File: src/rtl/time_set_ctrl.sv
// 12-hour HH:MM timekeeper with debounced mode/up buttons and a set-mode FSM.
// Drives BCD digits, per-digit blanking and a 1 Hz seconds indicator.
module time_set_ctrl #(
  parameter int unsigned TICK_DIV        = 100000000,
  parameter int unsigned DEBOUNCE_CYCLES = 1000000,
  parameter int unsigned BLINK_HALF      = 25000000
) (
  input  logic       clk,
  input  logic       rst_n,
  input  logic       btn_mode,
  input  logic       btn_up,
  output logic [3:0] bcd0,
  output logic [3:0] bcd1,
  output logic [3:0] bcd2,
  output logic [3:0] bcd3,
  output logic [3:0] blank,
  output logic       sec_pulse,
  output logic       sec_led,
  output logic [1:0] mode
);

  localparam logic [1:0] ST_RUN     = 2'b00;
  localparam logic [1:0] ST_SET_HR  = 2'b01;
  localparam logic [1:0] ST_SET_MIN = 2'b10;

  localparam int unsigned PW = (TICK_DIV > 1) ? $clog2(TICK_DIV) : 1;
  localparam int unsigned DW = $clog2(DEBOUNCE_CYCLES + 1);
  localparam int unsigned BW = (BLINK_HALF > 1) ? $clog2(BLINK_HALF) : 1;

  localparam logic [PW-1:0] PRE_LAST   = PW'(TICK_DIV - 1);
  localparam logic [DW-1:0] DB_LAST    = DW'(DEBOUNCE_CYCLES - 1);
  localparam logic [BW-1:0] BLINK_LAST = BW'(BLINK_HALF - 1);

  // Button vectors: index 0 = mode, index 1 = up.
  logic [1:0]         s1_q, s1_d, s2_q, s2_d, db_q, db_d, press_q, press_d;
  logic [1:0][DW-1:0] dcnt_q, dcnt_d;

  logic [1:0]    mode_q, mode_d;
  logic [5:0]    sec_q, sec_d;
  logic [7:0]    min_q, min_d;
  logic [7:0]    hr_q, hr_d;
  logic [PW-1:0] pre_q, pre_d;
  logic          pulse_q, pulse_d;
  logic          led_q, led_d;
  logic [BW-1:0] bcnt_q, bcnt_d;
  logic          blink_q, blink_d;
  logic [3:0]    blank_q, blank_d;

  function automatic logic [7:0] min_inc(input logic [7:0] m);
    if (m[3:0] == 4'd9) begin
      if (m[7:4] == 4'd5) return 8'h00;
      return {m[7:4] + 4'd1, 4'd0};
    end
    return {m[7:4], m[3:0] + 4'd1};
  endfunction

  function automatic logic [7:0] hr_inc(input logic [7:0] h);
    if (h == 8'h12) return 8'h01;
    if (h[3:0] == 4'd9) return 8'h10;
    return {h[7:4], h[3:0] + 4'd1};
  endfunction

  always_comb begin
    s1_d    = {btn_up, btn_mode};
    s2_d    = s1_q;
    db_d    = db_q;
    press_d = '0;
    dcnt_d  = '0;
    for (int unsigned i = 0; i < 2; i++) begin
      if (s2_q[i] != db_q[i]) begin
        if (dcnt_q[i] == DB_LAST) begin
          db_d[i]    = s2_q[i];
          press_d[i] = s2_q[i];
        end else begin
          dcnt_d[i] = dcnt_q[i] + DW'(1);
        end
      end
    end
  end

  always_comb begin
    mode_d  = mode_q;
    sec_d   = sec_q;
    min_d   = min_q;
    hr_d    = hr_q;
    pre_d   = '0;
    pulse_d = 1'b0;

    if (pulse_q) begin
      if (sec_q == 6'd59) begin
        sec_d = '0;
        min_d = min_inc(min_q);
        if (min_q == 8'h59) hr_d = hr_inc(hr_q);
      end else begin
        sec_d = sec_q + 6'd1;
      end
    end

    // Mode press wins over a simultaneous up press.
    if (press_q[0]) begin
      case (mode_q)
        ST_RUN: begin
          mode_d = ST_SET_HR;
          sec_d  = '0;
        end
        ST_SET_HR: mode_d = ST_SET_MIN;
        default:   mode_d = ST_RUN;
      endcase
    end else if (press_q[1]) begin
      if (mode_q == ST_SET_HR) hr_d = hr_inc(hr_q);
      else if (mode_q == ST_SET_MIN) min_d = min_inc(min_q);
    end

    // Prescaler only advances while staying in RUN; any other path restarts it at 0.
    if (mode_q == ST_RUN && !press_q[0]) begin
      if (pre_q == PRE_LAST) pulse_d = 1'b1;
      else pre_d = pre_q + PW'(1);
    end

    led_d = (mode_d == ST_RUN) ? (led_q ^ pulse_d) : 1'b0;

    bcnt_d  = '0;
    blink_d = 1'b0;
    if (mode_d != ST_RUN && mode_d == mode_q && !press_q[1]) begin
      if (bcnt_q == BLINK_LAST) begin
        blink_d = ~blink_q;
      end else begin
        bcnt_d  = bcnt_q + BW'(1);
        blink_d = blink_q;
      end
    end

    blank_d[3] = (hr_d[7:4] == 4'd0) | ((mode_d == ST_SET_HR) & blink_d);
    blank_d[2] = (mode_d == ST_SET_HR) & blink_d;
    blank_d[1] = (mode_d == ST_SET_MIN) & blink_d;
    blank_d[0] = (mode_d == ST_SET_MIN) & blink_d;
  end

  always_ff @(posedge clk or negedge rst_n) begin
    if (!rst_n) begin
      s1_q    <= '0;
      s2_q    <= '0;
      db_q    <= '0;
      dcnt_q  <= '0;
      press_q <= '0;
      mode_q  <= ST_RUN;
      sec_q   <= '0;
      min_q   <= 8'h00;
      hr_q    <= 8'h12;
      pre_q   <= '0;
      pulse_q <= 1'b0;
      led_q   <= 1'b0;
      bcnt_q  <= '0;
      blink_q <= 1'b0;
      blank_q <= '0;
    end else begin
      s1_q    <= s1_d;
      s2_q    <= s2_d;
      db_q    <= db_d;
      dcnt_q  <= dcnt_d;
      press_q <= press_d;
      mode_q  <= mode_d;
      sec_q   <= sec_d;
      min_q   <= min_d;
      hr_q    <= hr_d;
      pre_q   <= pre_d;
      pulse_q <= pulse_d;
      led_q   <= led_d;
      bcnt_q  <= bcnt_d;
      blink_q <= blink_d;
      blank_q <= blank_d;
    end
  end

  assign bcd0      = min_q[3:0];
  assign bcd1      = min_q[7:4];
  assign bcd2      = hr_q[3:0];
  assign bcd3      = hr_q[7:4];
  assign blank     = blank_q;
  assign sec_pulse = pulse_q;
  assign sec_led   = led_q;
  assign mode      = mode_q;

endmodule

File: config.mk
export PLATFORM = sky130hd
export DESIGN_NAME = time_set_ctrl
export DESIGN_NICKNAME = d
export VERILOG_FILES = /design/src/rtl/time_set_ctrl.sv
export SDC_FILE = /design/constraint.sdc
export NUM_CORES = 1
export LEC_CHECK = 0
export ABC_AREA = 1
export CAP_MARGIN = 20
export CELL_PAD_IN_SITES_DETAIL_PLACEMENT = 2
export CELL_PAD_IN_SITES_GLOBAL_PLACEMENT = 2
export CORE_MARGIN = 4
export CORE_UTILIZATION = 37
export CTS_CLUSTER_SIZE = 16
export DETAILED_ROUTE_END_ITERATION = 6
export PLACE_DENSITY_LB_ADDON = 0.1
export SETUP_SLACK_MARGIN = 0.15
export SLEW_MARGIN = 40
export SYNTH_ARGS = -nofsm -noshare
export SYNTH_HDL_FRONTEND = slang
export SYNTH_SLANG_ARGS = --single-unit
File: constraint.sdc
create_clock -name clk -period 1.9 [get_ports clk]
set_clock_uncertainty 0.05 [all_clocks]
set_input_delay 0.38 -clock clk [delete_from_list [all_inputs] [get_ports clk]]
set_output_delay 0.38 -clock clk [all_outputs]
set_load 0.02 [all_outputs]
; Word-level counts from Yosys, hierarchy flattened
; Index checks and enable logic that the tools add are counted.
; W data, S select, Z words.
[op_classes]
n_addsub = 8
eq_ne = 18
muxes = 79
bitwise = 5
reduce_logical = 11
[ops]
columns = cell, n
row1 = $mux W8, 25
row2 = $mux W20, 4
row3 = $mux W27, 2
row4 = $mux W25, 2
row5 = $add A20 B1 Y20 const B, 2
row6 = $eq A20 B20 Y1 const B, 2
row7 = $mux W1, 40
row8 = $add A27 B1 Y27 const B, 1
row9 = $eq A27 B27 Y1 const B, 1
row10 = $add A25 B1 Y25 const B, 1
row11 = $eq A25 B25 Y1 const B, 1
row12 = $mux W6, 4
row13 = $add A4 B1 Y4 const B, 3
row14 = $eq A4 B4 Y1 const B, 2
row15 = $eq A8 B5 Y1 const B, 1
row16 = $eq A8 B7 Y1 const B, 1
row17 = $add A6 B1 Y6 const B, 1
row18 = $eq A6 B6 Y1 const B, 1
row19 = $ne A5 B4 Y1 const B, 1
row20 = $eq A2 B1 Y1 const B, 2
row21 = $eq A2 B2 Y1 const B, 2
row22 = $eq A4 B3 Y1 const B, 1
row23 = $logic_not A2 Y1, 2
row24 = $logic_not A4 Y1, 1
row25 = 12 further kinds, 18
[word_totals]
regBits = 131
out_inout_bits = 24

; Logic depth before layout (Yosys ltp)
[logic_depth]
word_depth = 19
depth_mapped = 11
ltp_nobuf = 11

; Least setup slack after synthesis
; No wires, ideal clock.
[synth_path]
path_type = reg-to-reg
startpoint = register bcnt_q[0]
endpoint = register bcnt_q[13]
setup_time_ns = 0.132
t_arrival_ns = 1.394
required_time_ns = 1.718
slack_ns = 0.324
stages_incl_launch_ff = 10
n_path_buf = 1
synth_period_minus_slack_ns = 1.576
cell_sequence = dfrtp_1 ha_1 nand2_1 nor2_4 nand2_1 nor2_1 nand2_1 buf_2 nand3_1 nor2_1
[synth_between]
elab_chain_len = 3
elab_cells_between_ends = 4
classes_between = 1 x add/sub / 1 x eq/ne / 2 x mux
[synth_rtl]
columns = element, line
row1 = from (decl), 45  ; logic [BW-1:0] bcnt_q, bcnt_d;
row2 = from (signal assigned), 169  ; bcnt_q <= bcnt_d;
row3 = $add A25 B1 Y25 / $eq A25 B25 Y1 (equally long branches), "128, 125"
row4 = $mux W25 (*), 125  ; if (bcnt_q == BLINK_LAST) begin
row5 = $mux W25 (*), 124  ; if (mode_d != ST_RUN && mode_d == mode_q && !press_q[1]) begin
row6 = net bcnt_d[13], 45
; The timed path passes the listed nets; every way through them passes the cells marked *.
; A chain may end at the register's enable or synchronous reset.

; Worst setup path after layout
[layout_path]
startpoint = register dcnt_q[1] (netlist name)
endpoint = register db_q[0]
[layout_between]
elab_chain_len = 2
[layout_rtl]
columns = element, line
row1 = from (decl), 36  ; logic [1:0][DW-1:0] dcnt_q, dcnt_d;
row2 = from (signal assigned), 160  ; dcnt_q <= dcnt_d;
row3 = $eq A20 B20 Y1, 71  ; if (dcnt_q[i] == DB_LAST) begin
row4 = $reduce_and A2 Y1 (no source line), --
row5 = to (signal assigned), 143  ; db_q <= '0;
row6 = to (signal assigned), 159  ; db_q <= db_d;
row7 = to (decl), 35  ; logic [1:0] s1_q, s1_d, s2_q, s2_d, db_q, db_d, press_q, press_d;
; Every way passes these cells.

==> metrics.md <==
| Metric | Value |
|---|---|
| Clk Tree Root Cell | clkbuf_16 |
| Fin. Hold Viols | 0 |
| Cell Chain, Critical Path | ha_4 -> nand4_1 -> buf_4 -> nor2_4 -> nand3_2 -> buf_4 -> nand2_1 -> o21ai_0 |
| Drt drc | 0 |
| Share of the synthesized area in the top cell type | 0.4568 |
| Drt pass-1 iters | 4 |
| Flops & latches, synth | 130 |
| Min-delay worst type | reg -> reg |
| Cell area after layout | 8852 sq um |
| CP endpoint | db_q[0] |
| TritonCTS clock tree | yes |
| FF-to-FF path depth | 8 |
| DRT Wirelength | 24.78 mm |
| Register area share after synthesis | 0.4643 |
| Pre-CTS WS | -0.05509 ns |
| Crit Path Max Fanout | 3 |
| Row cnt | 50 |
| Ys async rst share | 1.000 |
| PnR worst setup slack | 0.06175 ns |
| GRT Resource Usage Total | 0.2180 |
| Slew Viols, Final | 0 |
| Most common cell in the netlist | nor2_1 |
| DIE AREA | 21,220 sq um |
| Clock buffer depth | 2 |
| Area contributors post-synth | dfrtp_1, nor2_1, nand2_1 |
| Post-detail-place hpwl | 15.71 mm |
| Synth warn | 0 |
| Die Span Y | 145.7 microns |
| Die width | 145.7 microns |
| Worst reg2reg path startpoint | dcnt_q[1] |
| Routed vias | approximately 6,500 |
| Fin util | 0.4748 |
| Crit start category | flop |
| RR Endpoint | db_q[0] |
| Setup_tns | 0 ns |
| Most frequent CP cell | buf_4 |
| Worst slew margin | 0.6720 |
| Minimum clock period | 1.838 ns |
| Max Cap Viol | 0 |
| Wire length per cell | 20.16 microns |
| Initial Utilization | 0.3761 |
| # nets final | 991 |
| WS Path Type | reg -> reg |
| P&R area growth vs syn | 26.25% |
| Leak Pwr | 4.056 nW |
| Core outline area | 18,640 sq um |
| Max Fclk | 544.0 MHz |
| Post-Synthesis Cells | 895 |
| Dpl cell area | 7687 sq um |
| Clk slew on worst S/H paths | 0.06 ns |
| Peak supply drop | 620.3 uV |
| Vias/cell | around 5.3 |
| Initial antenna violation count | 0 |
| Synth cell types | 41 |
| I/O pin cnt | 28 |
| Pwr Total | 6.454 mW |
| Inserted Clock Buffers | 17 |
| Delay-heaviest family, CP | simple AND/OR/NAND/NOR gates |
| Placed cell count | roughly 1,200 |
| First-pass GRT wire length | 37.61 mm |
| Ant diodes | 0 |
| Crit path DAT | 2.08 ns |
| Critical Path Max Stage Delay | around 0.46 ns |
| Run status | complete, no violations |
| Mapped cell area | 7012 sq um |
| Largest net degree at the start of global routing | 37 |
| Starting DRT DRC Count | 279 |
| Worst setup EP type | flop |
| Slowest cell on crit path | dfrtp_1 |
| Tcrit/Tclk final | 0.9675 |
| Share of cells above drive strength 1 | 0.1980 |
| DRT antenna net count | 0 |
| Worst path depth | 8 |
| Worst Setup SP | dcnt_q[1] |
| Clk_lat worst skew | 0.43 ns |
| Post-synth EDFFs | 0 |
| Synth Flop Type | dfrtp_1 |
| Total congestion overflow | 0 |
| Data required, critical path | 2.14 ns |
| Flop2flop setup slack | between 0.06 and 0.07 ns |
| Vias in the first global route | between 7,000 and 8,000 |
| Worst-Margin Slew | 0.4903 ns |
| Mapped Avg Cell Area | 7.834 sq um |
| WHS | between 0.3 and 0.4 ns |
| Pwr per Cell Area | 729.1 nW/um^2 |
| Port bufs | 27 |
| Unrepaired setup endpoints after global routing | true |
| Finished Layout Cells | about 1,200 |
| Final number of setup-violating endpoints | 0 |
| Yosys top cell by area | dfrtp_1 |
| Bufs and invs on worst path | 2 |
| Clock sink total | 130 |
| H-Tree Level Count | 4 |
| GPL Wtd Cong | 0.8741 |
| Ranking of synthesized cells by instance count | nor2_1, nand2_1, dfrtp_1 |
| Synthesized Nets | 904 |
[repair_timing]
| action | in CTS | in global routing |
|---|---|---|
| buffers inserted | 12 | 18 |
| hold endpoints to repair | 31 | 0 |
| setup endpoints to repair | 74 | 60 |
| pin swaps | 4 | 17 |
| resized for setup | 51 | 68 |
| hold buffers | 1 | 0 |
[cell families after synthesis]
logic type	count (synthesis)	synth area share
and+or+nand+nor	540	0.3667
DFF	130	0.4643
AOI/OAI and AO/OA	47	0.03747
adders and majority gates	5	0.008922
xor gates and xnor gates	39	0.04872
buffers and inverters	134	0.07387
[where the power goes]
group | switching (mW) | internal [mW] | total [mW]
combinational | 0.111 | 0.0596 | 0.171
sequential | 0.0232 | 2.78 | 2.81
clock | 1.34 | 2.13 | 3.48
total | 1.48 | 4.98 | 6.45
[layout make-up]
| cell class | count | area [sq um] |
|---|---|---|
| Fill cell | 2109 | 9791 |
| Multi-Input combinational cell | 631 | 3555 |
| Sequential cell | 130 | 3264 |
| Timing Repair Buffer | 75 | 645.6 |
| Inverter | 127 | 483.0 |
| Clock buffer | 19 | 452.9 |
| Tap cell | 234 | 292.8 |
| Clock inverter | 13 | 158.9 |
[how the worst min path moves through the flow]
| stage | end | slack [ns] | cells after the start | from |
|---|---|---|---|---|
| after global routing | s1_q[1] | 0.32 | 1 | btn_up |
| after global placement | bcnt_q[19] | 0.26 | 1 | rst_n |
| after floorplan | bcnt_q[0] | 0.03 | 0 | rst_n |
| after CTS | s2_q[1] | 0.33 | 0 | s1_q[1] |
| final | s2_q[1] | 0.33 | 0 | s1_q[1] |
| after detailed placement | bcnt_q[19] | 0.27 | 1 | rst_n |
[placed cells by master (no fill, tap or decap), drive strengths merged, types with 2 or more instances in the layout]
master	instances
a21oi	15
nand3	72
nand3b	2
clkdlybuf4s50	2
nor3b	8
nand4	27
ha	5
buf	48
xnor2	6
dlygate4sd2	21
nor3	55
nor4	3
bufinv	3
o21bai	2
o21a	2
nor2	196
xor2	33
clkinv	6
o21ai	21
dfstp	2
or2	2
dfrtp	128
clkbuf	21
clkinvlp	4
nand2	174
a31oi	3
inv	127
a21o	2
[layer usage]
layer,GRT usage,routed length [microns],vias up
met1,0.2469,9968,3325
met4,0.05745,388,0
li1,-,-,3021
met2,0.4220,13850,80
met5,0,0,-
met3,0.03488,576,34
[worst reg2reg max path: stages (launching register included)]
cell     delay, ns
dfrtp_1       0.46
ha_4          0.18
nand4_1       0.19
buf_4         0.23
nor2_4        0.09
nand3_2       0.12
buf_4         0.19
nand2_1       0.09
o21ai_0       0.11
[flip-flops by register name, summed over array words and instances, names as in the netlist, 2 cells and up]
register,flops
bcnt_q,25
blank,3
db_q,2
dcnt_q,40
hr_q,8
min_q,8
mode,2
pre_q,27
press_q,2
s1_q,2
s2_q,2
sec_q,6
No activity file was read; power rests on OpenSTA's default activity.
